===== config.mk =====
export PLATFORM = sky130hd
export DESIGN_NAME = divider_unit_flat
export DESIGN_NICKNAME = d
export VERILOG_FILES = /design/src/rtl/divider_unit_if.sv /design/src/rtl/divider_unit.sv /design/src/flat_wrapper.sv
export SDC_FILE = /design/constraint.sdc
export NUM_CORES = 1
export LEC_CHECK = 0
export ABC_AREA = 1
export BUFFER_PORTS_ARGS = -buffer_cell sky130_fd_sc_hd__buf_2
export CAP_MARGIN = 5
export CORE_MARGIN = 4
export CORE_UTILIZATION = 35
export CTS_CLUSTER_SIZE = 24
export DETAILED_ROUTE_END_ITERATION = 10
export PLACE_DENSITY = 0.53
export SETUP_SLACK_MARGIN = 0.05
export SLEW_MARGIN = 20
export SYNTH_ARGS = -nofsm -noshare
export SYNTH_HDL_FRONTEND = slang
export SYNTH_SLANG_ARGS = --single-unit

===== constraint.sdc =====
create_clock -name clk -period 2.2 [get_ports clk]
set_input_delay 0.44 -clock clk [delete_from_list [all_inputs] [get_ports clk]]
set_output_delay 0.44 -clock clk [all_outputs]
set_load 0.02 [all_outputs]

===== src/rtl/divider_unit_if.sv =====
// Bus bundle between the pipeline and the iterative divider: the start
// request with its operands, the MTLO/MTHI write port, and the HI/LO
// result with its busy/ready status.
interface divider_unit_if #(
   parameter int WIDTH                = 32,
   parameter int LOHI_WRITE_OPT_WIDTH = 2
);

   logic                            start;
   logic                            is_signed;
   logic [WIDTH-1:0]                opr1;
   logic [WIDTH-1:0]                opr2;
   logic [LOHI_WRITE_OPT_WIDTH-1:0] write_opt;
   logic [WIDTH-1:0]                write_data;
   logic [2*WIDTH-1:0]              result;
   logic                            busy;
   logic                            ready;

   // Pipeline side: issues requests and register writes, reads HI/LO.
   modport master (
      output start, is_signed, opr1, opr2, write_opt, write_data,
      input  result, busy, ready
   );

   // Divider side: consumes requests, owns the HI/LO register.
   modport slave (
      input  start, is_signed, opr1, opr2, write_opt, write_data,
      output result, busy, ready
   );

endinterface


===== src/rtl/divider_unit.sv =====
// Iterative restoring radix-2 divider with its own HI/LO register.
// DIV/DIVU leave the quotient in LO and the remainder in HI; MTLO/MTHI
// writes share the same register and may land in any state.
module divider_unit #(
   parameter int WIDTH = 32
) (
   input logic           clk,
   input logic           rst,
   divider_unit_if.slave bus
);

   localparam int CNT_WIDTH = $clog2(WIDTH);
   localparam int LOHI_WRITE_OPT_WIDTH = 2;
   localparam logic [LOHI_WRITE_OPT_WIDTH-1:0] LOHI_WRITE_LO = 2'b01;
   localparam logic [LOHI_WRITE_OPT_WIDTH-1:0] LOHI_WRITE_HI = 2'b10;

   typedef enum logic [1:0] {
      IDLE  = 2'b00,
      CALC  = 2'b01,
      FIXUP = 2'b10
   } state_t;

   state_t                 state_q, state_d;
   logic [CNT_WIDTH-1:0]   count_q, count_d;
   logic [WIDTH-1:0]       rem_q, rem_d;
   logic [WIDTH-1:0]       quo_q, quo_d;
   logic [WIDTH-1:0]       divisor_q, divisor_d;
   logic                   negQuo_q, negQuo_d;
   logic                   negRem_q, negRem_d;
   logic                   divZero_q, divZero_d;
   logic [2*WIDTH-1:0]     result_q, result_d;

   logic [WIDTH-1:0]       absOpr1;
   logic [WIDTH-1:0]       absOpr2;
   logic                   divisorZero;
   logic [WIDTH:0]         shifted;
   logic [WIDTH:0]         trialDiff;
   logic                   fits;
   logic [WIDTH-1:0]       quoFixed;
   logic [WIDTH-1:0]       remFixed;

   // Operand magnitudes, taken only for DIV so DIVU sees the raw bits, plus
   // the per-iteration trial subtraction and the final sign restoration.
   always_comb begin
      absOpr1     = (bus.is_signed && bus.opr1[WIDTH-1]) ? -bus.opr1 : bus.opr1;
      absOpr2     = (bus.is_signed && bus.opr2[WIDTH-1]) ? -bus.opr2 : bus.opr2;
      divisorZero = (bus.opr2 == '0);
      shifted     = {rem_q, quo_q[WIDTH-1]};
      trialDiff   = shifted - {1'b0, divisor_q};
      fits        = (shifted >= {1'b0, divisor_q});
      quoFixed    = negQuo_q ? -quo_q : quo_q;
      remFixed    = negRem_q ? -rem_q : rem_q;
   end

   // Next-state logic: sample on start, shift/subtract one bit per cycle,
   // then fix signs and commit; MTLO/MTHI override the addressed half last
   // so they win over the division result on the commit edge.
   always_comb begin
      state_d   = state_q;
      count_d   = count_q;
      rem_d     = rem_q;
      quo_d     = quo_q;
      divisor_d = divisor_q;
      negQuo_d  = negQuo_q;
      negRem_d  = negRem_q;
      divZero_d = divZero_q;
      result_d  = result_q;

      case (state_q)
         IDLE: begin
            if (bus.start) begin
               rem_d     = '0;
               count_d   = '0;
               negQuo_d  = bus.is_signed & (bus.opr1[WIDTH-1] ^ bus.opr2[WIDTH-1]);
               negRem_d  = bus.is_signed & bus.opr1[WIDTH-1];
               divZero_d = divisorZero;
               if (divisorZero) begin
                  quo_d     = bus.opr1;
                  divisor_d = '0;
                  state_d   = FIXUP;
               end else begin
                  quo_d     = absOpr1;
                  divisor_d = absOpr2;
                  state_d   = CALC;
               end
            end
         end
         CALC: begin
            count_d = count_q + 1'b1;
            if (fits) begin
               rem_d = trialDiff[WIDTH-1:0];
               quo_d = {quo_q[WIDTH-2:0], 1'b1};
            end else begin
               rem_d = shifted[WIDTH-1:0];
               quo_d = {quo_q[WIDTH-2:0], 1'b0};
            end
            if (count_q == CNT_WIDTH'(WIDTH - 1)) begin
               state_d = FIXUP;
            end
         end
         FIXUP: begin
            state_d = IDLE;
            if (divZero_q) begin
               result_d = {quo_q, {WIDTH{1'b1}}};
            end else begin
               result_d = {remFixed, quoFixed};
            end
         end
         default: begin
            state_d = IDLE;
         end
      endcase

      if (bus.write_opt == LOHI_WRITE_LO) begin
         result_d[WIDTH-1:0] = bus.write_data;
      end else if (bus.write_opt == LOHI_WRITE_HI) begin
         result_d[2*WIDTH-1:WIDTH] = bus.write_data;
      end
   end

   // State register; reset aborts any division without touching HI/LO
   // beyond clearing it.
   always_ff @(posedge clk) begin
      if (rst) begin
         state_q   <= IDLE;
         count_q   <= '0;
         rem_q     <= '0;
         quo_q     <= '0;
         divisor_q <= '0;
         negQuo_q  <= 1'b0;
         negRem_q  <= 1'b0;
         divZero_q <= 1'b0;
         result_q  <= '0;
      end else begin
         state_q   <= state_d;
         count_q   <= count_d;
         rem_q     <= rem_d;
         quo_q     <= quo_d;
         divisor_q <= divisor_d;
         negQuo_q  <= negQuo_d;
         negRem_q  <= negRem_d;
         divZero_q <= divZero_d;
         result_q  <= result_d;
      end
   end

   assign bus.result = result_q;
   assign bus.busy   = (state_q != IDLE);
   assign bus.ready  = (state_q == IDLE);

endmodule


===== src/flat_wrapper.sv =====
// flat-port wrapper written by rule: the top's interface ports become plain ports
module divider_unit_flat 
#(
   parameter int WIDTH = 32
)
  (clk, rst, bus_start, bus_is_signed, bus_opr1, bus_opr2, bus_write_opt, bus_write_data, bus_result, bus_busy, bus_ready);
  divider_unit_if #(.WIDTH(WIDTH), .LOHI_WRITE_OPT_WIDTH(2)) bus_i ();
  input logic clk;
  input logic rst;
  input wire logic [$bits(bus_i.start)-1:0] bus_start;
  input wire logic [$bits(bus_i.is_signed)-1:0] bus_is_signed;
  input wire logic [$bits(bus_i.opr1)-1:0] bus_opr1;
  input wire logic [$bits(bus_i.opr2)-1:0] bus_opr2;
  input wire logic [$bits(bus_i.write_opt)-1:0] bus_write_opt;
  input wire logic [$bits(bus_i.write_data)-1:0] bus_write_data;
  output wire logic [$bits(bus_i.result)-1:0] bus_result;
  output wire logic [$bits(bus_i.busy)-1:0] bus_busy;
  output wire logic [$bits(bus_i.ready)-1:0] bus_ready;
  assign bus_i.start = bus_start;
  assign bus_i.is_signed = bus_is_signed;
  assign bus_i.opr1 = bus_opr1;
  assign bus_i.opr2 = bus_opr2;
  assign bus_i.write_opt = bus_write_opt;
  assign bus_i.write_data = bus_write_data;
  assign bus_result = bus_i.result;
  assign bus_busy = bus_i.busy;
  assign bus_ready = bus_i.ready;
  divider_unit #(.WIDTH(WIDTH)) u_core (.clk(clk), .rst(rst), .bus(bus_i));
endmodule

==> reports/qor.yml <==
outcome:
  status: "finished clean"
synthesis:
  ys.warnings.count: 0
  synthMuxAreaShare: 0
  synth_compound_area_frac: 0.1865
  synth_area_leaders: "dfxtp_1 (24%), nand2_1 (18%), a21oi_1 (8.2%), inv_1 (8.1%), nand3_1 (7.5%)"
  synth_fa_ha_area_frac: 0.03544
  async_flop_share: 0
  synth_nets: 2485
  synthFlopType: "dfxtp_1"
  seq_area_frac_synth: 0.2434
  ys_seq_elements: 170
  synth-edff-count: 0
  yosysTopAreaCell: "dfxtp_1"
  yosysMostFrequentCell: "nand2_1"
  synthSimpleGateAreaFrac: 0.3926
  netlist_area_um2: 13980
  syn_avg_cell_area_um2: 5.965
  synth_cell_type_count: 56
  synth_common_cells: "nand2_1 (655), inv_1 (303), a21oi_1 (228)"
  synth_top_area_frac: 0.2434
  synth_top_family_by_area: "simple AND/OR/NAND/NOR gates"
  synthCells: 2344
  synth_xor_xnor_area_share: 0.02255
placed_design:
  port_buffers: 167
  place.gp.congestion: 0.9613
  place_area_um2: 16480
  dp_hpwl_mm: 43.41
sta:
  fmax_mhz: 461.8
  period_minus_slack_ns: 2.165
  finalSetupTns_ns: 0
  drv_slew: 0
  skew_ns: 0.01433
  tightestPinTransition_ns: 0.8519
  fin_crit_sh: 0.9843
  rsz0062_at_grt: "true"
  hold_viol: 0
  timing.hold.ws_ns: 0.2806
  relSlewSlack: 0.4261
  setup_viol: 0
detailed_routing:
  drt-pass1-iter-count: 6
  via_per_inst: 5.217
  drt.antenna.violating_nets: 0
  vias: 16440
  drt_first_iter_violations: 1373
  drc: 0
  routedWlPerCell_um: 17.77
  drt_wl_total_mm: 56.00
critical_path:
  cp-start-kind: "register"
  reg2reg_depth: 10
  slowest_stage: "ha_2"
  slowest_delay_ns: 0.34
  critPathRequiredTime_ns: 2.55
  crit_chain: "inv_1 -> ha_2 -> a211oi_2 -> nand3_2 -> nor2_4 -> nand2_8 -> clkbuf_16 -> nand2_4 -> nand3_2 -> a21oi_1"
  r2r_slack_ns: 0.03
  path_class: "reg -> reg"
  path_common_cell: "nand3_2"
  critical_path.max_fanout: 6
  crit_path_end_kind: "register"
  critPathArrivalTime_ns: 2.52
final_layout:
  nets: 2763
  drive_gt1_frac: 0.2897
  n_antenna_cell: 0
  final_core_util: 0.4751
  fillerInstances: 4141
  layout.cell_area.non_filler_um2: 18570
  area_growth_pct: 32.85
clock_tree:
  cts_buffer_depth: 2
  cts_buffers: 17
  root_buffer: "clkbuf_16"
  tritoncts: "yes"
  h-tree-depth: 4
  clock-sinks: 170
  path_clk_slew_ns: 0.07
  hold_buffers: 0
  insertion_delay_ns: 0.45
pwr:
  p_total_mw: 23.23
  pwr_density_cell_nw_per_um2: 1251
  cellLeakagePower_nw: 8.865
  vdd_drop_max_v: 0.0007956
floorplan:
  boundaryPins: 168
  die_h_um: 207.9
  floorplan.initialDensity: 0.3576
  core.rowCount: 72
  die_width_um: 207.9
  core_um2: 39100
  dieArea_um2: 43210
grt:
  grt_pass1_wl_mm: 85.37
  grt_usage: 0.2439
  overflow: 0
  antenna_found_initial: 3
  grt_pass1_vias: 15340
  grt_max_degree: 131
flow_run:
  max_cap_violations: 0
hold_path:
  hold_depth: 3
  min_path_type: "in -> reg"
flip-flops by register name (all words and copies together), names as in the netlist:
register	flops
u_core.quo_q	32
u_core.divZero_q	1
u_core.state_q	2
u_core.divisor_q	32
u_core.bus.result	64
u_core.negQuo_q	1
u_core.negRem_q	1
u_core.count_q	5
u_core.rem_q	32
metrics by stage:
stage / instances / setup WS [ns]
5_1_grt: 3152 / -0.05265
3_5_place_dp: 3107 / -0.2850
6_report: 3152 / 0.03461
2_1_floorplan: 2344 / 0.2630
3_3_place_gp: 3107 / -0.2608
4_1_cts: 3138 / 0.02955
path summary, 6_finish.rpt:
kind / start / endpoint
worst min register to register: u_core.divisor_q[12] / u_core.divisor_q[12]
worst max-delay path: u_core.divisor_q[31] / u_core.rem_q[21]
worst max register to register: u_core.divisor_q[31] / u_core.rem_q[21]
worst min-delay path: bus_write_data[18] / u_core.bus.result[18]
placed cells by master, fill, tap and decap left out, types with 7 or more instances in the layout:
master	count
nand2_1	581
inv_1	280
a21oi_1	200
buf_4	176
nand3_1	171
nor2_1	169
buf_2	166
dfxtp_1	136
o21ai_0	97
nand3_2	73
nand2_2	53
a21oi_2	36
nand2_4	34
inv_2	33
dfxtp_2	33
a22oi_1	31
ha_4	31
nor2_2	29
nor3_1	24
nand4_1	23
clkbuf_16	21
a31oi_1	20
xor2_1	18
nand3b_1	17
xnor2_1	15
a22o_1	12
nor2_4	11
buf_12	11
o21ai_1	10
o221ai_1	9
o211ai_1	8
o21bai_1	7
and2_1	7
area by class of cell:
class / count / area (um^2) / area share
clock buffer: 18 / 439.2 / 0.02364
clock inverter: 13 / 161.4 / 0.008690
inverter: 319 / 1207 / 0.06501
multi-input combinational: 1753 / 10150 / 0.5464
sequential: 170 / 3448 / 0.1857
tap: 518 / 648.1 / 0.03489
timing repair buffer: 361 / 2521 / 0.1357
kinds of logic after synthesis:
family / Yosys count
AOI/OAI and AO/OA: 456
xor gates and xnor gates: 36
adders and majority gates: 39
buffers and inverters: 421
DFF: 170
and+or+nand+nor: 1222
power by group:
part / leakage (nW) / switching (mW) / internal (mW) / total, mW
logic: 7.18 / 9.66 / 6.55 / 16.2
clock network: 0.280 / 1.49 / 1.73 / 3.22
registers: 1.41 / 0.393 / 3.42 / 3.81
timing repair:
action / 4_1_cts / 5_1_grt
endpoints found under the setup margin: 37 / 61
endpoints found under the hold margin: 0 / 0
pin swaps: 0 / 77
gates cloned: 0 / 4
gates resized for setup: 24 / 308
buffers inserted: 0 / 10
critical path: cells and delay by family (launching register included):
kind / cells / cell delay (ns)
AND/OR/NAND/NOR: 5 / 0.62
AO/OA/AOI/OAI: 2 / 0.44
buffers and inverters: 2 / 0.35
adder cells (fa/ha/maj): 1 / 0.34
flip-flops: 1 / 0.32
routing by layer:
| metal | GRT usage | wire length, um | up-vias |
|---|---|---|---|
| li1 | - | - | 8215 |
| met1 | 0.3480 | 25930 | 7654 |
| met2 | 0.3906 | 25340 | 499 |
| met3 | 0.03733 | 3461 | 70 |
| met4 | 0.05300 | 1236 | 6 |
| met5 | 0 | 40 | - |
(Power assumes the default switching activity.)
